File: src/rtl/multi_channel_delay_monitor.sv
// Per-channel event1->event2 delay monitor: measures cycles between rising edges,
// flags measurements shorter than min_limit and arms that time out at max_limit.
module multi_channel_delay_monitor #(
  parameter int CHANNELS  = 4,
  parameter int CNT_WIDTH = 16,
  parameter int ERR_WIDTH = 8
) (
  input  logic                            clk,
  input  logic                            reset_n,
  input  logic                            enable,
  input  logic                            clear,
  input  logic [CHANNELS-1:0]             event1,
  input  logic [CHANNELS-1:0]             event2,
  input  logic [CNT_WIDTH-1:0]            min_limit,
  input  logic [CNT_WIDTH-1:0]            max_limit,
  output logic [CHANNELS-1:0]             busy,
  output logic [CHANNELS-1:0]             too_early,
  output logic [CHANNELS-1:0]             too_late,
  output logic [CHANNELS*CNT_WIDTH-1:0]   last_delay,
  output logic [CHANNELS*ERR_WIDTH-1:0]   err_count
);

  typedef enum logic {
    IDLE  = 1'b0,
    ARMED = 1'b1
  } state_t;

  localparam logic [CNT_WIDTH-1:0] CNT_ONE = CNT_WIDTH'(1);
  localparam logic [CNT_WIDTH-1:0] CNT_MAX = '1;
  localparam logic [ERR_WIDTH-1:0] ERR_ONE = ERR_WIDTH'(1);
  localparam logic [ERR_WIDTH-1:0] ERR_MAX = '1;

  logic min_on;
  logic max_on;

  assign min_on = (min_limit != '0);
  assign max_on = (max_limit != '0);

  for (genvar i = 0; i < CHANNELS; i++) begin : g_ch
    state_t                 state, state_nxt;
    logic [CNT_WIDTH-1:0]   count, count_nxt;
    logic [CNT_WIDTH-1:0]   last_q, last_nxt;
    logic [ERR_WIDTH-1:0]   err_q, err_nxt, err_base;
    logic                   early_q, early_nxt;
    logic                   late_q, late_nxt;
    logic                   e1_q, e2_q;
    logic                   rise1, rise2;
    logic                   violation;

    // Edge registers run regardless of enable so re-enabling never fakes a rise.
    assign rise1 = event1[i] & ~e1_q;
    assign rise2 = event2[i] & ~e2_q;

    // NOTE: every signal written here gets a default first, so no path can infer a latch.
    always_comb begin
      state_nxt = state;
      count_nxt = count;
      last_nxt  = last_q;
      early_nxt = clear ? 1'b0 : early_q;
      late_nxt  = clear ? 1'b0 : late_q;
      err_base  = clear ? '0 : err_q;
      violation = 1'b0;

      if (!enable) begin
        state_nxt = IDLE;
      end else if (state == IDLE) begin
        if (rise1) begin
          state_nxt = ARMED;
          count_nxt = CNT_ONE;
        end
      end else begin
        if (rise2) begin
          // The measurement closes on the old count before any retrigger.
          last_nxt = count;
          if (min_on && (count < min_limit)) begin
            early_nxt = 1'b1;
            violation = 1'b1;
          end
          if (rise1) count_nxt = CNT_ONE;
          else       state_nxt = IDLE;
        end else if (rise1) begin
          count_nxt = CNT_ONE;
        end else if (max_on && (count == max_limit)) begin
          late_nxt  = 1'b1;
          violation = 1'b1;
          state_nxt = IDLE;
        end else if (count != CNT_MAX) begin
          count_nxt = count + CNT_ONE;
        end
      end

      err_nxt = err_base;
      if (violation && (err_base != ERR_MAX)) err_nxt = err_base + ERR_ONE;
    end

    // NOTE: sequential state uses non-blocking assignments so all registers update together.
    always_ff @(posedge clk or negedge reset_n) begin
      if (!reset_n) begin
        state   <= IDLE;
        count   <= '0;
        last_q  <= '0;
        err_q   <= '0;
        early_q <= 1'b0;
        late_q  <= 1'b0;
        e1_q    <= 1'b0;
        e2_q    <= 1'b0;
      end else begin
        state   <= state_nxt;
        count   <= count_nxt;
        last_q  <= last_nxt;
        err_q   <= err_nxt;
        early_q <= early_nxt;
        late_q  <= late_nxt;
        e1_q    <= event1[i];
        e2_q    <= event2[i];
      end
    end

    assign busy[i]                              = (state == ARMED);
    assign too_early[i]                         = early_q;
    assign too_late[i]                          = late_q;
    assign last_delay[i*CNT_WIDTH +: CNT_WIDTH] = last_q;
    assign err_count[i*ERR_WIDTH +: ERR_WIDTH]  = err_q;
  end

endmodule

File: config.mk
export PLATFORM = sky130hd
export DESIGN_NAME = multi_channel_delay_monitor
export DESIGN_NICKNAME = d
export VERILOG_FILES = /design/src/rtl/multi_channel_delay_monitor.sv
export SDC_FILE = /design/constraint.sdc
export NUM_CORES = 1
export LEC_CHECK = 0
export ABC_CLOCK_PERIOD_IN_PS = 6860
export CORE_UTILIZATION = 60
export CTS_BUF_LIST = sky130_fd_sc_hd__clkbuf_4 sky130_fd_sc_hd__clkbuf_8
export CTS_CLUSTER_DIAMETER = 60
export DETAILED_ROUTE_END_ITERATION = 10
export PLACE_DENSITY = 0.87
export SETUP_SLACK_MARGIN = 0.5
export SYNTH_ARGS = -nofsm -noshare
export SYNTH_HDL_FRONTEND = slang
export SYNTH_SLANG_ARGS = --single-unit
File: constraint.sdc
create_clock -name clk -period 6.86 [get_ports clk]
set_input_delay 1.372 -clock clk [delete_from_list [all_inputs] [get_ports clk]]
set_output_delay 1.372 -clock clk [all_outputs]
set_load 0.05 [all_outputs]
# --- Word-level counts from Yosys, hierarchy flattened ---
# Index checks and enable logic that the tools add are counted.
classes:
  addsub: 8
  n_mul: 0
  div_mod_pow: 0
  n_lt_le_gt_ge: 4
  eq_ne: 20
  shifts: 0
  n_mux: 124
  bitwise: 16
  n_reduce_logical: 22
op_table:
  columns: ["op", "n"]
  rows:
  - ["16-bit 2-to-1 mux", 24]
  - ["1-bit 2-to-1 mux", 92]
  - ["16-bit by 1-bit adder with 16-bit output, second input constant", 4]
  - ["16-bit == test", 4]
  - ["16-bit < comparator", 4]
  - ["8-bit 2-to-1 mux", 8]
  - ["16-bit inequality test, second input constant", 4]
  - ["8-bit by 1-bit adder with 8-bit output, second input constant", 4]
  - ["8-bit inequality test, second input constant", 4]
  - ["16-bit nonzero test", 2]
  - ["3-bit AND reduction", 8]
  - ["4-bit by 1-bit inequality test with 1-bit output, second input constant", 4]
  - ["4-bit inequality test, second input constant", 4]
  - ["1-bit logical AND", 12]
  - ["1-bit AND", 8]
  - ["1-bit inverter", 8]
totals:
  ff_bits: 180
  latch_bits: 0
  mem_bits_rw: 0
  romBits: 0
  input_bits: 44
  memories: 0

# --- Depth between registers and ports, before layout ---
depth:
  word_depth: 9
  depth_mapped: 11

# --- Worst setup path before layout ---
# OpenSTA, ideal clock, no wires.
synth_path:
  path_type: "input-to-reg"
  startpoint: "input port clear"
  endpoint: "register g_ch[1].err_q[7]"
  setup_ns: 0.125
  t_arrival_ns: 3.605
  setup_slack_ns: 3.130
  path_stages: 11
  path_cell_list: "clkbuf_1 > clkbuf_1 > nor2b_1 > ha_1 > nand2_1 > nor3_1 > a31oi_1 > nand2_1 > o21a_2 > or4_4 > mux2_4"
synth_between:
  elab_chain_cells: 4
  elab_cells_between_ends: 5
synth_lines:
  columns: ["element", "line_no", "rtl"]
  rows:
  - ["from (decl)", "11", "input logic clear,"]
  - ["8-bit 2-to-1 mux (*)", "61", "err_base = clear ? '0 : err_q;"]
  - ["parallel branches: the longest is 2 deep, another holds 8-bit by 1-bit adder with 8-bit output", null, null]
  - ["8-bit 2-to-1 mux (*)", "93", "if (violation && (err_base != ERR_MAX)) err_nxt = err_base + ERR_ONE;"]
  - ["via g_ch[1].err_nxt[7]", "43", "logic [ERR_WIDTH-1:0] err_q, err_nxt, err_base;"]
  - ["to (signal assigned)", "111", "err_q <= err_nxt;"]
  - ["to (decl)", "43", null]
# Mark *: on every way through the listed nets, which the timed path passes.
# A chain may end at the register's enable or synchronous reset.

# --- Final worst setup path ---
layout_path:
  startpoint: "input port max_limit[4]"
  endpoint: "register g_ch[3].count[14]"
layout_between:
  elab_chain_cells: 4
  elab_cells_between_ends: 5
layout_lines:
  columns: ["element", "line_no", "rtl"]
  rows:
  - ["from (decl)", "15", "input logic [CNT_WIDTH-1:0] max_limit,"]
  - ["16-bit == test or 16-bit nonzero test (tied branches)", "83, 37", null]
  - ["1-bit logical AND (*)", "83", "end else if (max_on && (count == max_limit)) begin"]
  - ["4-bit inequality test (no source line) (*)", null, null]
  - ["3-bit AND reduction (no source line) (*)", null, null]
  - ["to (signal assigned)", "109", "count <= count_nxt;"]
  - ["to (decl)", "41", "logic [CNT_WIDTH-1:0] count, count_nxt;"]
# Every way passes the cells marked *; elsewhere a longest branch is shown, timed or not.

==> reports/results.ini <==
[die]
die_width_um=135.5
die_area_sq_mm=0.01837
fp-row-count=48
io-pin-count=152
core_region_area_sq_mm=0.01736
chipHeight_um=135.5
starting_density_pct=61.63

[worst_hold_path]
hold_path.class=reg -> reg
whs_endpoint=g_ch[2].last_q[3]$_DFFE_PN0P_
hold_path_depth=2
hold_path_startpoint=g_ch[2].last_q[3]$_DFFE_PN0P_

[synthesis]
post_synthesis_net_count=1192
synth_largest_type_area_fraction_pct=42.11
ys_top_cells_by_area=dfrtp_1 (42%), ha_1 (8.0%), mux2_2 (7.5%)
synthTopCellsByCount=dfrtp_1 (180), nand2_1 (74), xnor2_1 (74), mux2_2 (71), nor2_1 (71)
synthDistinctLibCells=59
post-synth-top-area-cell=dfrtp_1
post_synth_inst_count=1080
seq_area_frac_synth_pct=42.11
post_synth_edffs=0
synthMostInstantiatedCell=dfrtp_1
syn_area_sq_mm=0.01070
dominantRegCellSynth=dfrtp_1
synthesis.area_per_instance_sq_um=9.904
ys_async_sr_fraction_pct=100.0
yosysWarningCount=0
yosys_register_bits=180

[worst_setup_path]
cp_data_arrival_time_ps=4730
timing.critical_path.to_type=register
critical_register_to_register_path_startpoint=g_ch[2].count[4]$_DFFE_PN0P_
worstSetupPathType=in -> reg
reg2regPathDepth=7
rr_endpoint=g_ch[2].count[1]$_DFFE_PN0P_
worst_setup_path_start_kind=input pin
crit_path_max_fanout=13
timing.reg2reg.setup_slack_ps=3680
required_ps=7240

[finish]
multi_input_area_sq_mm=0.005766
drive_above_1_share_pct=9.975
regArea_sq_mm=0.004504
n_fill_cell=1246
post-route-cell-area_sq_mm=0.01262
insertedDiodeCount=0
finish.net_count=1302
area_growth_syn_to_layout_pct=18.03
finish.cell_count_without_fillers=1428

[place]
dpl.cell_count=1396
gpl.final_weighted_congestion=1.073
io_buffers=151
post_dp_cell_area_sq_mm=0.01222
place_hpwl_um=20430

[timing]
fmaxAchievable_mhz=230.1
finalHoldWorstSlack_ps=494.7
transition_time_at_the_pin_with_the_least_slew_margin_ps=1202
grt_setup_unrepaired=false
timing.setup.tns_ps=0
maxSlewHeadroom_pct=19.71
final_max_slew_viol_count=0
finalWorstPathRequiredPeriod_ps=4346
final_hold_viol_count=0
skew_ps=14.11
setup_violations=0
fin_crit_sh_pct=63.36

[power_and_ir_drop]
p_leak_nw=5.540
ir_worst_vdd_mv=0.1947
powerDensity_mw_per_mm2=185.8

[job]
maxCapViolations=0

[clock_tree]
tritoncts=done
cts_buffer_count=17
clock_insertion_delay_worst_skew_ps=470
cts.htree.levels=4
cts_hold_repair.buffers=0
clk_path_buf_depth=2
postCtsSetupBuffers=0
cts.repair.resized=0
clk_transition_reported_paths_ps=100
root_buffer=clkbuf_8
cts_sinks=180

[global_routing]
grt_use_met3_pct=6.322
grt_start_max_net_pins=76
antenna_violations_before_repair=0
globalRoute.totalOverflow=0
grt_first_pass_wirelength_um=44480
groute.layer.met1.usage_pct=40.70
globalRouteTotalUtil_pct=31.56
globalRoute.busiestLayer=met2
first_global_vias=8596
groute.layer.met2.usage_pct=51.08

[route]
drt_iter0_drc=744
num_vias=8908
drt_pass_1_iters=6
drtAntennaViolNets=0
routedWlPerCell_um=19.66
routed_wirelength_um=28080
post-route-drc-count=0
vias_per_cell=6.238

[status]
outcome=finished, final reports clean

[report_power, final]
part	internal, mW	switching [mW]
clock network	0.353	0.387
logic	0.167	0.261
registers	1.11	0.0709
total	1.63	0.718
[registers in the layout, summed over array words and instances, names as in the netlist]
| signal | flops |
|---|---|
| g_ch.count | 64 |
| g_ch.last_q | 64 |
| g_ch.err_q | 32 |
| g_ch.e1_q | 4 |
| g_ch.e2_q | 4 |
| g_ch.early_q | 4 |
| g_ch.late_q | 4 |
| g_ch.state | 4 |
[layer usage]
metal	part of all wire, %	vias to the layer above
met2	48	406
li1	-	4077
met3	7.9	79
met1	41	4346
met5	0	-
met4	3.8	0
[worst max-delay path by stage]
stage	from	endpoint	slack [ps]	depth (start not counted)
floorplan	clear	g_ch[1].err_q[7]$_DFF_PN0_	3130	11
global placement	max_limit[11]	g_ch[3].count[13]$_DFFE_PN0P_	2250	8
detailed placement	max_limit[4]	g_ch[3].count[14]$_DFFE_PN0P_	2150	8
CTS	max_limit[4]	g_ch[3].count[14]$_DFFE_PN0P_	2630	8
global route	max_limit[8]	g_ch[3].count[13]$_DFFE_PN0P_	2330	8
finish	max_limit[4]	g_ch[3].count[14]$_DFFE_PN0P_	2510	8
[worst max-delay path, cell delays in order]
cell and delay, ps:
clkdlybuf4s50_1 610, nor4_1 350, nand4_1 400, nor3b_1 300, a31oi_1 850, nand4_1 280, or3_1 380, a21oi_1 180
[cell type report]
cell class,instances,area share [%]
multi-input cells,803,45.67
flip-flops and latches,180,35.68
repair buffers,156,12.28
well taps,225,2.230
clock buffers,21,2.190
clock inverters,11,1.001
inverters,32,0.9514
[stage by stage]
| step | total power, mW | util [%] | setup WS [ps] |
|---|---|---|---|
| finish | 2.346 | 72.74 | 2514 |
| floorplan | 1.457 | - | 3130 |
| detailed placement | 1.621 | 70.42 | 2153 |
| CTS | 2.356 | 72.74 | 2632 |
| global placement | 1.608 | 70.42 | 2252 |
| global route | 2.440 | 72.74 | 2334 |
[kinds of logic (layout without fill, tap and decap cells)]
family / Yosys count / in the layout / synth area share [%]
xor gates and xnor gates: 111 / 111 / 9.089
adders and majority gates: 68 / 68 / 7.954
buffers and inverters: 97 / 220 / 3.989
and+or+nand+nor: 403 / 403 / 20.05
muxes: 79 / 79 / 8.270
DFF: 180 / 180 / 42.11
AOI/OAI and AO/OA: 142 / 142 / 8.539
[layout by cell type (no fill, tap or decap), drive strengths merged, types with 34 or more instances in the layout]
cell type and instances:
nand4 48, xnor2 74, dfrtp 180, nand2 74, ha 68, xor2 37, clkdlybuf4s50 150, nor2 71
inv 34, o21ai 34, mux2 72, nand3 50, a21oi 45
No activity file was read; power rests on OpenSTA's default activity.
